===== src/rtl/mem_stage.sv =====
// mem_stage: MEM pipeline stage fed by the EX->MEM register.
// Runs a req/gnt/rvalid data port and emits a one-cycle WB result.
module mem_stage #(
    parameter int DATA_WIDTH     = 32,
    parameter int ADDR_WIDTH     = 32,
    parameter int REG_ADDR_WIDTH = 5
) (
    input  logic                      clk_i,
    input  logic                      rst_ni,
    input  logic                      ex_valid_i,
    output logic                      mem_ready_o,
    input  logic [DATA_WIDTH-1:0]     alu_result_i,
    input  logic [DATA_WIDTH-1:0]     store_data_i,
    input  logic                      mem_re_i,
    input  logic                      mem_we_i,
    input  logic [1:0]                mem_size_i,
    input  logic                      mem_unsigned_i,
    input  logic [REG_ADDR_WIDTH-1:0] rd_addr_i,
    input  logic                      rd_we_i,
    output logic                      data_req_o,
    input  logic                      data_gnt_i,
    output logic [ADDR_WIDTH-1:0]     data_addr_o,
    output logic                      data_we_o,
    output logic [3:0]                data_be_o,
    output logic [DATA_WIDTH-1:0]     data_wdata_o,
    input  logic                      data_rvalid_i,
    input  logic [DATA_WIDTH-1:0]     data_rdata_i,
    input  logic                      data_err_i,
    output logic                      wb_valid_o,
    output logic [REG_ADDR_WIDTH-1:0] wb_rd_addr_o,
    output logic                      wb_rd_we_o,
    output logic [DATA_WIDTH-1:0]     wb_data_o,
    output logic                      wb_misaligned_o,
    output logic                      wb_bus_err_o
);

    typedef enum logic [1:0] {IDLE, REQ, RESP} state_e;

    typedef struct packed {
        logic [ADDR_WIDTH-1:0]     addr;
        logic [DATA_WIDTH-1:0]     wdata;
        logic                      we;
        logic [1:0]                size;
        logic                      uns;
        logic [REG_ADDR_WIDTH-1:0] rd_addr;
        logic                      rd_we;
    } req_t;

    state_e state_q, state_d;
    req_t   req_q;
    logic   stale_q;

    logic                  accept;
    logic                  is_mem;
    logic                  misaligned;
    logic [1:0]            off;
    logic [3:0]            be;
    logic [DATA_WIDTH-1:0] wdata_sh;
    logic [DATA_WIDTH-1:0] rdata_sh;
    logic [DATA_WIDTH-1:0] load_val;

    assign accept   = ex_valid_i && mem_ready_o;
    assign is_mem   = mem_re_i || mem_we_i;
    assign off      = req_q.addr[1:0];
    assign wdata_sh = req_q.wdata << {off, 3'b000};
    assign rdata_sh = data_rdata_i >> {off, 3'b000};

    always_comb begin
        misaligned = 1'b1;
        unique case (mem_size_i)
            2'b00:   misaligned = 1'b0;
            2'b01:   misaligned = alu_result_i[0];
            2'b10:   misaligned = |alu_result_i[1:0];
            default: misaligned = 1'b1;
        endcase
    end

    always_comb begin
        be = 4'b1111;
        unique case (req_q.size)
            2'b00:   be = 4'b0001 << off;
            2'b01:   be = 4'b0011 << off;
            default: be = 4'b1111;
        endcase
    end

    always_comb begin
        load_val = rdata_sh;
        unique case (req_q.size)
            2'b00: load_val = {{(DATA_WIDTH-8){~req_q.uns & rdata_sh[7]}},
                               rdata_sh[7:0]};
            2'b01: load_val = {{(DATA_WIDTH-16){~req_q.uns & rdata_sh[15]}},
                               rdata_sh[15:0]};
            default: load_val = rdata_sh;
        endcase
    end

    always_ff @(posedge clk_i) begin
        if (!rst_ni) state_q <= IDLE;
        else         state_q <= state_d;
    end

    always_comb begin
        state_d = state_q;
        unique case (state_q)
            IDLE:    if (accept && is_mem && !misaligned) state_d = REQ;
            REQ:     if (data_gnt_i) state_d = RESP;
            RESP:    if (data_rvalid_i) state_d = IDLE;
            default: state_d = IDLE;
        endcase
    end

    always_comb begin
        mem_ready_o  = 1'b0;
        data_req_o   = 1'b0;
        data_addr_o  = '0;
        data_we_o    = 1'b0;
        data_be_o    = '0;
        data_wdata_o = '0;
        unique case (state_q)
            IDLE: mem_ready_o = 1'b1;
            REQ: begin
                data_req_o   = 1'b1;
                data_addr_o  = {req_q.addr[ADDR_WIDTH-1:2], 2'b00};
                data_we_o    = req_q.we;
                data_be_o    = be;
                data_wdata_o = wdata_sh;
            end
            default: ;
        endcase
    end

    always_ff @(posedge clk_i) begin
        if (!rst_ni) begin
            req_q <= '0;
        end else if (accept) begin
            req_q <= '{addr: alu_result_i, wdata: store_data_i,
                       we: mem_we_i, size: mem_size_i,
                       uns: mem_unsigned_i, rd_addr: rd_addr_i,
                       rd_we: rd_we_i};
        end
    end

    always_ff @(posedge clk_i) begin
        if (!rst_ni) begin
            wb_valid_o      <= 1'b0;
            wb_rd_addr_o    <= '0;
            wb_rd_we_o      <= 1'b0;
            wb_data_o       <= '0;
            wb_misaligned_o <= 1'b0;
            wb_bus_err_o    <= 1'b0;
        end else begin
            wb_valid_o      <= 1'b0;
            wb_rd_addr_o    <= '0;
            wb_rd_we_o      <= 1'b0;
            wb_data_o       <= '0;
            wb_misaligned_o <= 1'b0;
            wb_bus_err_o    <= 1'b0;
            if (accept && !(is_mem && !misaligned)) begin
                wb_valid_o      <= 1'b1;
                wb_rd_addr_o    <= rd_addr_i;
                wb_data_o       <= alu_result_i;
                wb_rd_we_o      <= !is_mem && rd_we_i;
                wb_misaligned_o <= is_mem;
            end else if (state_q == RESP && data_rvalid_i) begin
                wb_valid_o   <= 1'b1;
                wb_rd_addr_o <= req_q.rd_addr;
                if (data_err_i) begin
                    wb_bus_err_o <= 1'b1;
                    wb_data_o    <= req_q.addr;
                end else if (!req_q.we) begin
                    wb_rd_we_o <= req_q.rd_we;
                    wb_data_o  <= load_val;
                end
            end
        end
    end

    // A reset that aborts a transaction may leave one response in flight.
    always_ff @(posedge clk_i) begin
        if (!rst_ni)
            stale_q <= stale_q || (state_q != IDLE);
        else if (data_rvalid_i || state_q == REQ)
            stale_q <= 1'b0;
    end

    a_rvalid_in_resp: assert property (@(posedge clk_i) disable iff (!rst_ni)
        data_rvalid_i |-> (state_q == RESP || stale_q));

endmodule


===== config.mk =====
export PLATFORM = sky130hd
export DESIGN_NAME = mem_stage
export DESIGN_NICKNAME = d
export VERILOG_FILES = /design/src/rtl/mem_stage.sv
export SDC_FILE = /design/constraint.sdc
export NUM_CORES = 1
export LEC_CHECK = 0
export CAP_MARGIN = 5
export CELL_PAD_IN_SITES_DETAIL_PLACEMENT = 1
export CELL_PAD_IN_SITES_GLOBAL_PLACEMENT = 2
export CORE_MARGIN = 5
export CORE_UTILIZATION = 27
export CTS_CLUSTER_SIZE = 12
export DETAILED_ROUTE_END_ITERATION = 8
export GPL_TIMING_DRIVEN = 0
export PLACE_DENSITY_LB_ADDON = 0.1
export SYNTH_ARGS = -nofsm -noshare
export SYNTH_HDL_FRONTEND = slang
export SYNTH_SLANG_ARGS = --single-unit
export TNS_END_PERCENT = 100

===== constraint.sdc =====
create_clock -name clk_i -period 3.35 [get_ports clk_i]
set_input_delay 0.67 -clock clk_i [delete_from_list [all_inputs] [get_ports clk_i]]
set_output_delay 0.67 -clock clk_i [all_outputs]
set_load 0.05 [all_outputs]

Word level (Yosys, flattened, before mapping)
Cells that the tools add are included.
{ "op_classes": {"n_shift": 4, "reduce_logical": 18, "eq_ne": 8, "bitwise": 5, "n_mux": 26} }
{ "ops": {"columns": ["op", "n"], "rows": [
  ["32-bit two-way mux", 6],
  ["32-bit one-hot mux with 2 select lines", 1],
  ["32-bit by 5-bit left shift with 32-bit output", 1],
  ["32-bit by 5-bit >> shifter with 32-bit output", 1],
  ["1-bit two-way mux", 10],
  ["5-bit two-way mux", 2],
  ["4-bit one-hot mux with 2 select lines", 1],
  ["1-bit logical AND", 7],
  ["2-bit by 1-bit == test with 1-bit output (second input constant)", 3],
  ["2-bit zero test", 3],
  ["2-bit two-way mux", 3],
  ["2-bit inequality test (second input constant)", 3],
  ["2-bit one-hot mux with 3 select lines", 1],
  ["2-bit == test (second input constant)", 2],
  ["4-bit two-way mux", 1],
  ["1-bit by 2-bit left shift with 4-bit output (first input constant)", 1],
  ["2-bit by 2-bit left shift with 4-bit output (first input constant)", 1],
  ["1-bit zero test", 3],
  ["1-bit NOT", 3],
  ["1-bit one-hot mux with 3 select lines", 1],
  ["3-bit AND reduction", 1],
  ["3-bit OR reduction", 1],
  ["1-bit AND", 2],
  ["2-bit AND reduction", 1],
  ["other kinds (2)", 2]
]} }
{ "word_totals": {"wordCells": 75, "inputBits": 113, "regBits": 117, "out_inout_bits": 112} }

Longest topological paths before layout
Gate-level depths: netlist of the first run.
{ "depth": {"ltp_word": 7, "depth_mapped": 7, "depth_no_buf": 5} }

Worst setup path after synthesis of the first run
Ideal clock, no wire load.
{ "synth_timing": {"kind": "reg-to-output", "from": "register req_q (netlist bit off[1])", "to": "output port data_wdata_o[24]", "arrival_ns": 2.420, "path_slack_ns": 0.260, "n_path_buf": 4, "stages_incl_launch_ff": 7, "cell_sequence": "dfxtp_1 -> buf_4 -> buf_2 -> buf_2 -> buf_2 -> a211oi_1 -> a211oi_1"} }
{ "synth_via": {"elab_chain_len": 2} }
{ "synth_lines": {"columns": ["element", "line", "source"], "rows": [
  ["start, declared", "50", "req_t req_q;"],
  ["start signal, assigned", "137", "req_q <= '{addr: alu_result_i, wdata: store_data_i,"],
  ["32-bit by 5-bit left shift with 32-bit output", "65", "assign wdata_sh = req_q.wdata << {off, 3'b000};"],
  ["32-bit two-way mux", "120", "unique case (state_q)"],
  ["end, declared", "25", "output logic [DATA_WIDTH-1:0] data_wdata_o,"]
]} }
Every way passes these cells.

Worst setup path in the final report of the first run
{ "layout_timing": {"from": "register req_q (netlist bit off[0])", "to": "output port data_wdata_o[31]"} }
Same word-level chain as after synthesis.

==> flow_metrics.env, run 1 <==
export IMPL_swShare=0.303
export IMPL_io_pins=225
export IMPL_grt_antenna_before_repair=0
export IMPL_postSynthAreaPerCell_sq_um=8.51
export IMPL_tns_ns=0
export IMPL_pwr_share_seq=0.366
export IMPL_synth_top_area_share=0.403
export IMPL_hpwl_mm=19.7
export IMPL_cts_root_buf="clkbuf_16"
export IMPL_async_flop_share=0
export IMPL_layout_setup_ws_ns=0.124
export IMPL_clk_pin_slew_worst_paths_ns=0.06
export IMPL_gp_congestion=0.800
export IMPL_drtIter0Drc=294
export IMPL_ys_seq_elements=117
export IMPL_critical_path_arrival_ns=2.56
export IMPL_rows=53
export IMPL_synth_edf_count=0
export IMPL_area_growth_syn_to_layout_pct=53.6
export IMPL_grt_ovfl_total=0
export IMPL_grt_start_max_net_pins=17
export IMPL_netSwitchingPower_mw=1.26
export IMPL_setup_viol=0
export IMPL_drv_slew=0
export IMPL_r2r_cells=5
export IMPL_ant_nets=0
export IMPL_multi_input_area_sq_mm=0.00318
export IMPL_core_area_sq_mm=0.0211
export IMPL_p_per_area_mw_per_mm2=467
export IMPL_cts_hold_buf=0
export IMPL_total_leakage_power_nw=3.54
export IMPL_maxCapViolCount=0
export IMPL_rr_startpoint="state_q[0]$_SDFFE_PN0P_"
export IMPL_synth_seq_area_share=0.403
export IMPL_cts_made_buffers=17
export IMPL_crit_type="reg -> out"
export IMPL_drive_gt1_frac=0.117
export IMPL_hold_slack_ns=0.470
export IMPL_clock_fmax_mhz=310
export IMPL_syn_inst=683
export IMPL_die_h_um=157
export IMPL_skew_ns=0.0131
export IMPL_clk_path_buf_depth=2
export IMPL_hold_viol_final=0
export IMPL_period_needed_ns=3.23
export IMPL_place_area_sq_mm=0.00838
export IMPL_yosys_area_top_type="dfxtp_1"
export IMPL_synthTopCellsByArea="dfxtp_1 (40%), nand2_1 (9.9%), a21boi_0 (9.6%)"
export IMPL_htree_levels=4
export IMPL_die_w_um=157
export IMPL_min_path_cells=2
export IMPL_end_kind="output pin"
export IMPL_yosys_most_used_dff="dfxtp_1"
export IMPL_max_slew_margin=0.529
export IMPL_max_vdd_ir_drop_mv=0.286
export IMPL_via_count=5991
export IMPL_p_int_mw=2.91
export IMPL_power_frac_comb=0.188
export IMPL_cp_data_required_time_ns=2.68
export IMPL_hold_path_end="req_q[34]$_SDFFE_PN0N_"
export IMPL_utilization=0.423
export IMPL_hold_start="req_q[34]$_SDFFE_PN0N_"
export IMPL_status="complete, no violations"
export IMPL_fin_area_sq_mm=0.00892
export IMPL_fillCellCount=2495
export IMPL_drt_wirelength_per_cell_um=20.9
export IMPL_regArea_sq_mm=0.00234
export IMPL_cts_tree="built"
export IMPL_tightest_slew_ns=0.704
export IMPL_routed_wl_mm=25.3
export IMPL_rr_endpoint="req_q[54]$_SDFFE_PN0N_"
export IMPL_synth_cell_type_count=44
export IMPL_die_area_sq_mm=0.0246
export IMPL_ys_warn_count=0
export IMPL_dp_worst_setup_slack_ns=-0.0745
export IMPL_grt_pass1_wl_mm=38.4
export IMPL_grtUsageTotal=0.204
export IMPL_post_cts_setup_buffers=0
export IMPL_rrSetupSlack_ns=1.09
export IMPL_finalNetCount=1037
export IMPL_hold_path_class="reg -> reg"
export IMPL_io_buffers=222
export IMPL_cts_sinks=117
export IMPL_startpoint_type="register"
export IMPL_remaining_drc_errors=0
export IMPL_grt_pass1_vias=6575
export IMPL_dr_pass1_iters=4
export IMPL_power_frac_clock=0.446
export IMPL_final_period_utilization=0.963
export IMPL_netlist_area_sq_mm=0.00581
export IMPL_path_max_fanout=10
export IMPL_viasPerCell=4.94
export IMPL_clkLatencyLatePin_ns=0.42
export IMPL_start_util=0.276
## cell usage after synthesis, types with 2 or more instances
| master | instances |
|---|---|
| nand2_1 | 153 |
| and3_1 | 7 |
| a21boi_0 | 74 |
| inv_1 | 4 |
| dfxtp_1 | 117 |
| buf_2 | 13 |
| mux2_2 | 10 |
| mux2i_1 | 24 |
| buf_1 | 4 |
| or2_2 | 2 |
| a22o_1 | 21 |
| and2_1 | 40 |
| o21ai_0 | 9 |
| o22ai_1 | 2 |
| a211oi_1 | 29 |
| nor2_1 | 38 |
| a21oi_1 | 20 |
| a221o_2 | 10 |
| buf_6 | 3 |
| a221o_1 | 21 |
| nand2b_1 | 2 |
| buf_4 | 3 |
| nor2b_1 | 19 |
| clkbuf_1 | 38 |
## power groups by stage
stage               Combinational (mW)  Clock, mW  Sequential, mW
global route                     0.841       1.95            1.54
global placement                 0.777          0            1.56
finish                           0.782       1.86            1.53
floorplan                        0.369          0            1.61
CTS                              0.786       1.90            1.53
detailed placement               0.787          0            1.56
## what timing repair did
| item | in CTS | in global routing |
|---|---|---|
| resized for setup | 119 | 24 |
| setup endpoints to repair | 65 | 31 |
| cloned | 0 | 0 |
| endpoints found under the hold margin | 0 | 0 |
## registers in the layout, summed over array words and instances, names as in the netlist
signal / cells
wb_rd_addr_o: 5
state_q: 2
off: 2
wb_rd_we_o: 1
wb_bus_err_o: 1
wb_data_o: 32
wb_misaligned_o: 1
req_q: 72
wb_valid_o: 1
## metrics by stage
stage	std cells	power, mW
3_3_place_gp	1181	2.33
5_1_grt	1212	4.33
2_1_floorplan	684	1.98
6_report	1213	4.17
3_5_place_dp	1181	2.35
4_1_cts	1213	4.21
## placed cells by master (no fill, tap or decap), types with 17 or more instances in the layout
master / count
dlygate4sd2_1: 41
clkdlybuf4s50_1: 156
nand2_1: 152
dfxtp_1: 117
and2_1: 40
a22o_1: 21
clkbuf_16: 17
buf_2: 17
a211oi_1: 28
nor2_1: 37
a21oi_1: 20
a221o_1: 21
a21boi_0: 74
nor2b_1: 19
mux2i_1: 24
clkbuf_1: 33
## cell type report
type | instances | share of cell area
Multi-Input combinational cell | 501 | 0.357
Sequential cell | 117 | 0.262
Timing Repair Buffer | 222 | 0.241
Clock buffer | 17 | 0.0477
Tap cell | 275 | 0.0386
Buffer | 61 | 0.0325
Clock inverter | 15 | 0.0189
Inverter | 4 | 0.00168
Antenna cell | 1 | 0.000280
## critical path, cell delays in order (launching register included)
cell and delay [ns]:
dfxtp_1 0.31, buf_6 0.14, buf_2 0.19, clkbuf_2 0.21, clkbuf_1 0.29, a211oi_1 0.41, dlygate4sd2_1 0.58
## per-layer routing
| metal | GRT usage | routed length (um) | part of all wire |
|---|---|---|---|
| met5 | 0 | 0 | 0 |
| met4 | 0.0541 | 398 | 0.016 |
| met3 | 0.0586 | 1600 | 0.063 |
| met2 | 0.343 | 12100 | 0.48 |
| met1 | 0.257 | 11200 | 0.44 |
## cell families (layout without fill, tap and decap cells)
family,Yosys count,after routing,share of synthesized area
other cells,1,3,0.000645
xor+xnor,1,1,0.00151
flops,117,117,0.403
mux,35,35,0.0646
buf+inv,66,319,0.0515
compound gates,195,195,0.266
simple gates,268,268,0.212
## worst max path at each step
| stage | slack, ns | end | cells past startpoint | start |
|---|---|---|---|---|
| after global routing | -0.00005 | data_wdata_o[24] | 7 | off[1]$_SDFFE_PN0N_ |
| final | 0.12 | data_wdata_o[31] | 6 | off[0]$_SDFFE_PN0N_ |
| after floorplan | 0.26 | data_wdata_o[24] | 6 | off[1]$_SDFFE_PN0N_ |
| after CTS | 0.0007 | data_wdata_o[27] | 7 | off[1]$_SDFFE_PN0N_ |
| after global placement | -0.08 | data_wdata_o[24] | 7 | off[1]$_SDFFE_PN0N_ |
| after detailed placement | -0.07 | data_wdata_o[30] | 7 | off[0]$_SDFFE_PN0N_ |
(Power assumes the default switching activity.)
==> run 2, diff against run 1 <==
CORE_UTILIZATION = 25   (was 27)
==> run 2 against run 1 <==
Net effect: critical endpoint is now data_wdata_o[15]; clock skew down 0.0010 ns; sequential share of layout area down 0.35 points; combinational power about the same; routed wire length up 2.3%; via count down 0.42%; largest cell class unchanged; utilization down 2.6 points; register-to-register slack better by 0.17 ns; non-clock buffer count unchanged; hold slack worse by 0.0038 ns; critical path depth up 1; cell count up 3.1%.
==> flow_metrics.env, run 2 (synthesis results as in run 1) <==
export IMPL_area_growth_syn_to_layout_pct=55.7
export IMPL_grtUsageMet1=0.243
export IMPL_power_frac_clock=0.491
export IMPL_viasPerCell=4.77
export IMPL_skew_ns=0.0121
export IMPL_crit_chain="buf_6, buf_2, clkbuf_2, buf_2, mux2i_1, nor2_1, dlygate4sd2_1"
export IMPL_dr_pass1_iters=4
export IMPL_mostFrequentLayoutCell="clkdlybuf4s50_1"
export IMPL_io_buffers=222
export IMPL_clkLatencyLatePin_ns=0.43
export IMPL_end_kind="output pin"
export IMPL_crit_start="off[0]$_SDFFE_PN0N_"
export IMPL_hpwl_mm=20.2
export IMPL_io_pins=225
export IMPL_hold_path_class="reg -> reg"
export IMPL_start_util=0.255
export IMPL_routed_wl_mm=25.9
export IMPL_regMostFlops="req_q"
export IMPL_remaining_drc_errors=0
export IMPL_htree_levels=4
export IMPL_grt_pass1_wl_mm=39.2
export IMPL_crit_family="buffers and inverters"
export IMPL_hold_viol_final=0
export IMPL_rows=55
export IMPL_period_needed_ns=3.23
export IMPL_path_common_cell="buf_2"
export IMPL_max_vdd_ir_drop_mv=0.217
export IMPL_die_h_um=162
export IMPL_cpMaxStageDelayCell="dlygate4sd2_1"
export IMPL_drtIter0Drc=275
export IMPL_grt_pass1_vias=6651
export IMPL_grt_antenna_before_repair=1
export IMPL_power_frac_comb=0.173
export IMPL_layout_common_cells="clkdlybuf4s50_1 (156), nand2_1 (152), dfxtp_1 (117)"
export IMPL_total_leakage_power_nw=3.62
export IMPL_hold_start="req_q[37]$_SDFFE_PN0N_"
export IMPL_status="complete, no violations"
export IMPL_path_max_fanout=10
export IMPL_critical_path_arrival_ns=2.56
export IMPL_cp_num_cells=7
export IMPL_post_cts_setup_buffers=0
export IMPL_p_int_mw=3.33
export IMPL_clock_fmax_mhz=310
export IMPL_cts_root_buf="clkbuf_16"
export IMPL_cts_made_buffers=17
export IMPL_gp_congestion=0.827
export IMPL_clk_pin_slew_worst_paths_ns=0.05
export IMPL_drv_slew=0
export IMPL_grt_start_max_net_pins=19
export IMPL_netSwitchingPower_mw=1.22
export IMPL_final_period_utilization=0.964
export IMPL_die_w_um=162
export IMPL_slowest_delay_ns=0.55
export IMPL_via_count=5966
export IMPL_tightest_slew_ns=0.711
export IMPL_largest_reg_flops=72
export IMPL_cts_sinks=117
export IMPL_maxCapViolCount=0
export IMPL_hold_slack_ns=0.466
export IMPL_path_buf_inv=5
export IMPL_clk_path_buf_depth=2
export IMPL_grt_busiest_layer="met2"
export IMPL_cts_tree="built"
export IMPL_r2r_cells=5
export IMPL_grtUsageTotal=0.195
export IMPL_die_area_sq_mm=0.0264
export IMPL_drt_wirelength_per_cell_um=20.7
export IMPL_setup_viol=0
export IMPL_core_area_sq_mm=0.0228
export IMPL_max_slew_margin=0.524
export IMPL_finalNetCount=1037
export IMPL_crit_type="reg -> out"
export IMPL_cp_data_required_time_ns=2.68
export IMPL_grt_use_met2=0.326
export IMPL_rr_startpoint="state_q[0]$_SDFFE_PN0P_"
export IMPL_min_path_cells=2
export IMPL_startpoint_type="register"
export IMPL_p_per_area_mw_per_mm2=503
export IMPL_utilization=0.397
export IMPL_largest_registers="req_q x72, wb_data_o x32, wb_rd_addr_o x5"
export IMPL_swShare=0.268
export IMPL_drive_gt1_frac=0.107
export IMPL_globalRouteMet3Util=0.0496
export IMPL_ant_nets=0
export IMPL_grt_ovfl_total=0
export IMPL_pwr_share_seq=0.336
export IMPL_grt_setup_unrepaired="no"
run 2: changes by cell type in the layout (fill, tap and decap cells not counted), sizes merged, moves of 5 or more:
cell	before	now
inv	10	4
clkdlybuf4s15	16	7
bufinv	2	7
dlygate4sd2	41	46
clkbuf	58	64
run 2: tightest hold or removal path, cell delays in order (launching register included):
cell and delay [ns]:
dfxtp_1 0.30, nand2_1 0.05, a21boi_0 0.07
run 2: area by class of cell:
cell class | instances | area, sq um
Antenna cell | 1 | 2.50
Buffer | 61 | 288
Clock buffer | 21 | 470
Clock inverter | 11 | 244
Fill cell | 2633 | 13700
Inverter | 4 | 18.8
Multi-Input combinational cell | 501 | 3180
Sequential cell | 117 | 2340
Tap cell | 313 | 392
Timing Repair Buffer | 222 | 2110
run 2: path summary, 6_finish.rpt:
kind,to,slack [ns]
worst max-delay path,data_wdata_o[15],0.12
worst min-delay path,req_q[37]$_SDFFE_PN0N_,0.47
worst max register to register,req_q[57]$_SDFFE_PN0N_,1.26
worst min register to register,req_q[37]$_SDFFE_PN0N_,0.47
run 2: metrics by stage:
stage / setup TNS, ns / instance area, sq um / power [mW] / std cells / worst slack [ns]
after global routing: 0 / 9050 / 4.73 / 1251 / 0.00455
after floorplan: 0 / 5820 / 1.98 / 684 / 0.260
after CTS: 0 / 9100 / 4.60 / 1250 / 0.00173
after detailed placement: -1.47 / 8430 / 2.35 / 1219 / -0.160
after global placement: -0.682 / 8430 / 2.34 / 1219 / -0.0799
final: 0 / 9050 / 4.55 / 1251 / 0.120
run 2: repair_timing:
action / in CTS / in global routing
resized for setup: 102 / 26
hold buffers: 0 / 0
setup endpoints to repair: 66 / 28
run 2: power groups by stage:
stage	registers, mW	clock network (mW)	logic (mW)
4_1_cts	1.53	2.28	0.791
3_5_place_dp	1.56	0	0.794
3_3_place_gp	1.56	0	0.781
5_1_grt	1.54	2.35	0.841
2_1_floorplan	1.61	0	0.369
6_report	1.53	2.23	0.784
run 2: routing by layer:
metal  share of wire  wire length (um)
met3           0.063              1640
met2            0.48             12400
met5               0                 0
met1            0.43             11200
met4           0.026               683
==> run 3, diff against run 2 <==
==> constraint.sdc (replaced) <==
create_clock -name clk_i -period 3.35 [get_ports clk_i]
set_input_delay 0.67 -clock clk_i [delete_from_list [all_inputs] [get_ports clk_i]]
set_output_delay 0.67 -clock clk_i [all_outputs]
set_load 0.1 [all_outputs]
==> run 3 against run 2 <==
Net effect: critical path depth increased by 1; clock skew shrank 0.00073 ns; combinational power up 19%; critical path type unchanged.
==> flow_metrics.env, run 3 (synthesis results as in run 1) <==
export IMPL_grt_pass1_wl_mm=39.5
export IMPL_start_util=0.255
export IMPL_critical_path_arrival_ns=2.58
export IMPL_grt_pass1_vias=6576
export IMPL_clk_pin_slew_worst_paths_ns=0.05
export IMPL_grt_ovfl_total=0
export IMPL_power_frac_comb=0.216
export IMPL_cts_sinks=117
export IMPL_via_count=6066
export IMPL_hold_viol_final=0
export IMPL_hold_start="req_q[32]$_SDFFE_PN0N_"
export IMPL_htree_levels=4
export IMPL_ant_nets=0
export IMPL_clk_path_buf_depth=2
export IMPL_insertedDiodeCount=0
export IMPL_grt_setup_unrepaired="no"
export IMPL_drv_slew=0
export IMPL_hold_slack_ns=0.465
export IMPL_maxCapViolCount=0
export IMPL_multi_input_area_sq_mm=0.00322
export IMPL_path_max_fanout=10
export IMPL_max_vdd_ir_drop_mv=0.245
export IMPL_cp_data_required_time_ns=2.68
export IMPL_area_growth_syn_to_layout_pct=54.5
export IMPL_layout_common_cells="clkdlybuf4s50_1 (154), nand2_1 (152), dfxtp_1 (117)"
export IMPL_p_int_mw=2.94
export IMPL_r2r_cells=5
export IMPL_routed_wl_mm=26.2
export IMPL_cts_root_buf="clkbuf_16"
export IMPL_dp_worst_setup_slack_ns=-0.345
export IMPL_rows=55
export IMPL_grtUsageTotal=0.196
export IMPL_drive_gt1_frac=0.174
export IMPL_die_area_sq_mm=0.0264
export IMPL_p_per_area_mw_per_mm2=481
export IMPL_utilization=0.394
export IMPL_die_h_um=162
export IMPL_die_w_um=162
export IMPL_hpwl_mm=20.5
export IMPL_end_kind="output pin"
export IMPL_status="complete, no violations"
export IMPL_grt_antenna_before_repair=0
export IMPL_remaining_drc_errors=0
export IMPL_power_mw=4.32
export IMPL_drtIter0Drc=251
export IMPL_grt_start_max_net_pins=19
export IMPL_regMostFlops="req_q"
export IMPL_finalNetCount=1037
export IMPL_rr_startpoint="state_q[0]$_SDFFE_PN0P_"
export IMPL_cts_tree="built"
export IMPL_clkLatencyLatePin_ns=0.42
export IMPL_largest_registers="req_q x72, wb_data_o x32, wb_rd_addr_o x5"
export IMPL_io_buffers=222
export IMPL_dr_pass1_iters=4
export IMPL_largest_reg_flops=72
export IMPL_tightest_slew_ns=1.04
export IMPL_rr_endpoint="req_q[5]$_SDFFE_PN0N_"
export IMPL_netSwitchingPower_mw=1.38
export IMPL_period_needed_ns=3.25
export IMPL_post_cts_setup_buffers=0
export IMPL_power_frac_clock=0.430
export IMPL_viasPerCell=4.85
export IMPL_rrSetupSlack_ns=1.19
export IMPL_min_path_cells=2
export IMPL_final_period_utilization=0.969
export IMPL_fillCellCount=2646
export IMPL_swShare=0.320
export IMPL_setup_viol=0
export IMPL_io_pins=225
export IMPL_startpoint_type="register"
export IMPL_hold_path_class="reg -> reg"
export IMPL_gp_congestion=0.847
export IMPL_hold_path_end="req_q[32]$_SDFFE_PN0N_"
export IMPL_core_area_sq_mm=0.0228
export IMPL_skew_ns=0.0113
export IMPL_max_slew_margin=0.307
export IMPL_mostFrequentLayoutCell="clkdlybuf4s50_1"
export IMPL_layout_setup_ws_ns=0.103
export IMPL_tns_ns=0
export IMPL_regArea_sq_mm=0.00234
export IMPL_total_leakage_power_nw=3.41
export IMPL_drt_wirelength_per_cell_um=21.0
export IMPL_crit_type="reg -> out"
export IMPL_clock_fmax_mhz=308
export IMPL_pwr_share_seq=0.354
export IMPL_cts_made_buffers=17
-- run 3: changes by cell type in the layout (fill, tap and decap cells not counted), sizes merged --
cell | previous run | this run
diode | 1 | 0
inv | 4 | 9
clkdlybuf4s18 | 0 | 5
clkinv | 2 | 3
buf | 30 | 48
bufinv | 7 | 2
dlygate4sd2 | 46 | 2
clkbuf | 64 | 67
clkinvlp | 2 | 3
clkdlybuf4s50 | 156 | 154
dlymetal6s2s | 1 | 0
clkdlybuf4s15 | 7 | 26
-- run 3: per-stage QoR --
| stage | area [sq um] | cells |
|---|---|---|
| detailed placement | 8470 | 1219 |
| global route | 8980 | 1250 |
| floorplan | 5860 | 684 |
| global placement | 8470 | 1219 |
| CTS | 9010 | 1250 |
| finish | 8980 | 1250 |
-- run 3: worst max-delay path by stage --
stage,startpoint,endpoint,cells past startpoint
CTS,state_q[0]$_SDFFE_PN0P_,data_be_o[0],5
detailed placement,state_q[0]$_SDFFE_PN0P_,data_wdata_o[0],6
finish,off[1]$_SDFFE_PN0N_,data_wdata_o[18],8
floorplan,off[0]$_SDFFE_PN0N_,data_be_o[0],5
global placement,state_q[0]$_SDFFE_PN0P_,data_wdata_o[0],6
global route,off[1]$_SDFFE_PN0N_,data_wdata_o[23],8
-- run 3: metal layers --
| layer | GRT usage | part of all wire |
|---|---|---|
| met4 | 0.0507 | 0.016 |
| met2 | 0.328 | 0.48 |
| met5 | 0 | 0 |
| met1 | 0.253 | 0.45 |
| met3 | 0.0483 | 0.061 |
-- run 3: timing repair --
| action | 4_1_cts | 5_1_grt |
|---|---|---|
| hold endpoints to repair | 0 | 0 |
| hold buffers | 0 | 0 |
| setup endpoints to repair | 68 | 41 |
| resized for setup | 262 | 39 |
| pin swaps | 0 | 0 |
-- run 3: power groups by stage --
stage               Clock, mW  Combinational [mW]  Sequential (mW)
CTS                      1.90               0.941             1.53
global route             1.98               0.991             1.54
detailed placement          0               0.941             1.56
finish                   1.86               0.932             1.53
floorplan                   0               0.438             1.68
global placement            0               0.926             1.56
-- run 3: cell type report --
type,count,share of cell area
plain buffers,61,0.0323
well taps,313,0.0436
flip-flops and latches,117,0.261
clock buffers,19,0.0505
inverters,4,0.00167
multi-input cells,501,0.359
clock inverters,13,0.0162
repair buffers,222,0.236
-- run 3: critical path, stage by stage (launching register included) --
cell             delay [ns]
dfxtp_1                0.30
buf_4                  0.18
buf_2                  0.26
clkbuf_4               0.32
mux2i_1                0.31
nor2_1                 0.07
a21oi_1                0.13
nor2_1                 0.07
clkdlybuf4s15_2        0.50
==> RTL change (config.mk and constraints of run 1) <==
`REG_ADDR_WIDTH`: 5 -> 7.
--- a/src/rtl/mem_stage.sv
+++ b/src/rtl/mem_stage.sv
@@ -5,3 +5,3 @@
     parameter int ADDR_WIDTH     = 32,
-    parameter int REG_ADDR_WIDTH = 5
+    parameter int REG_ADDR_WIDTH = 7
 ) (
Ports: changed (resized rd_addr_i and wb_rd_addr_o); port bits go from 225 to 229. No check against the original RTL was run, so the function may have changed too.
==> RTL change against run 1 <==
Design area grew 2.4%. Sequential cell count rose by 4. Power increased by 0.94%. Wire length grew 3.9%. Die area is 2.6% higher. Non-clock buffer count rose by 8. Register-to-register slack better by 0.15 ns. Setup slack got worse by 0.037 ns. Area after synthesis grew 2.8%. Synthesized cell count is 7.6% higher. Critical path type unchanged. Critical endpoint is now data_wdata_o[30]. Largest power group unchanged.
==> RTL change: results <==
[status]
outcome = "complete, no violations"

[placement]
port_buffers = 226
place.gp.congestion = 0.813
dp_slack_ns = -0.0330
place_inst = 1242

[global_routing]
first_global_vias = 6381
grt_pass1_wl_um = 40200
grtUsageTotal_pct = 20.5
antenna_found_initial = 1

[routing]
routed_via_density = 4.79
routed_wl_um = 26300
first_iter_violations = 334
vias = 6107

[timing]
worstMarginPinSlew_ns = 1.20
fin_skew_ns = 0.00955

[pwr]
peakVddDrop_uv = 260
p_leak_nw = 3.79
p_sw_share_pct = 31.1

[synthesis]
synth.distinct_cells = 47
ys_top_cells_by_count = "nand2_1 (166), dfxtp_1 (121), a21boi_0 (77), and2_1 (42), nor2_1 (42)"
synthCells = 735
synth.area.top_cells = "dfxtp_1 (41%), nand2_1 (10%), a21boi_0 (9.7%), and2_1 (4.4%), mux2i_1 (4.4%)"

[clocking]
post_cts_resized = 97

[final_layout]
nNetsFinal = 1096
drive_gt1_share_pct = 10.2
top_regs = "req_q: 74 flops, wb_data_o: 32 flops, wb_rd_addr_o: 7 flops"
fillers = 2570

[critical_path]
arrival_ns = 2.59
## RTL change: cell types whose count changed in the layout (fill, tap and decap cells not counted), moves of 6 or more
| cell | run 1 | this run |
|---|---|---|
| o21ai_1 | 0 | 7 |
| a22o_1 | 21 | 7 |
| nand3_1 | 0 | 37 |
| a221o_2 | 10 | 0 |
| dlymetal6s2s_1 | 1 | 10 |
| a32oi_1 | 1 | 13 |
| a211o_1 | 0 | 6 |
| a22oi_1 | 1 | 18 |
| and3_1 | 7 | 0 |
| a221o_1 | 21 | 0 |
| a21oi_1 | 20 | 14 |
| nand2_1 | 152 | 165 |
## RTL change: cell type report
cell class / instances / area (sq um) / area share, %
Clock inverter: 14 / 135 / 1.48
Antenna cell: 1 / 2.50 / 0.0274
Sequential cell: 121 / 2420 / 26.5
Tap cell: 280 / 350 / 3.83
Clock buffer: 18 / 439 / 4.80
Buffer: 65 / 299 / 3.27
Multi-Input combinational cell: 542 / 3240 / 35.4
Timing Repair Buffer: 226 / 2230 / 24.3
Inverter: 8 / 30.0 / 0.328
## RTL change: metal layers
| layer | global-route usage, % | share of wire, % |
|---|---|---|
| met3 | 4.90 | 4.6 |
| met4 | 4.89 | 0.95 |
| met5 | 0 | 0 |
| met2 | 31.7 | 45 |
| met1 | 28.8 | 49 |
## RTL change: worst max-delay path, stage by stage, from the launching register on
cell,delay [ns]
dfxtp_1,0.33
buf_2,0.23
buf_2,0.30
clkbuf_1,0.47
a211oi_1,0.11
a211oi_1,0.31
clkdlybuf4s15_2,0.42
## RTL change: through the flow
step	instance area, sq um	hold slack [ns]
2_1_floorplan	5980	0.439
5_1_grt	9140	0.488
3_3_place_gp	8590	0.452
3_5_place_dp	8590	0.458
6_report	9140	0.460
4_1_cts	9140	0.467
## RTL change: power by group through the flow
stage	clock, mW	sequential (mW)	combinational (mW)
5_1_grt	1.95	1.59	0.859
6_report	1.83	1.58	0.799
2_1_floorplan	0	1.66	0.373
3_5_place_dp	0	1.61	0.807
3_3_place_gp	0	1.61	0.805
4_1_cts	1.88	1.58	0.805
## RTL change: final timing paths
path         startpoint  slack, ns  cells after the start                to
max              off[0]       0.09                      6  data_wdata_o[30]
min           req_q[39]       0.46                      2         req_q[39]
max reg2reg  state_q[1]       1.24                      4     wb_data_o[17]
min reg2reg   req_q[39]       0.46                      2         req_q[39]
## RTL change: cells by family (layout without fill, tap and decap cells)
| family | Yosys count | count (layout) | share of synthesized area, % |
|---|---|---|---|
| and+or+nand+nor | 323 | 323 | 24.7 |
| DFF | 121 | 121 | 40.6 |
| muxes | 36 | 36 | 6.62 |
| AOI/OAI and AO/OA | 181 | 181 | 22.7 |
| buffers and inverters | 73 | 331 | 5.40 |
| other | 1 | 3 | 0.0628 |
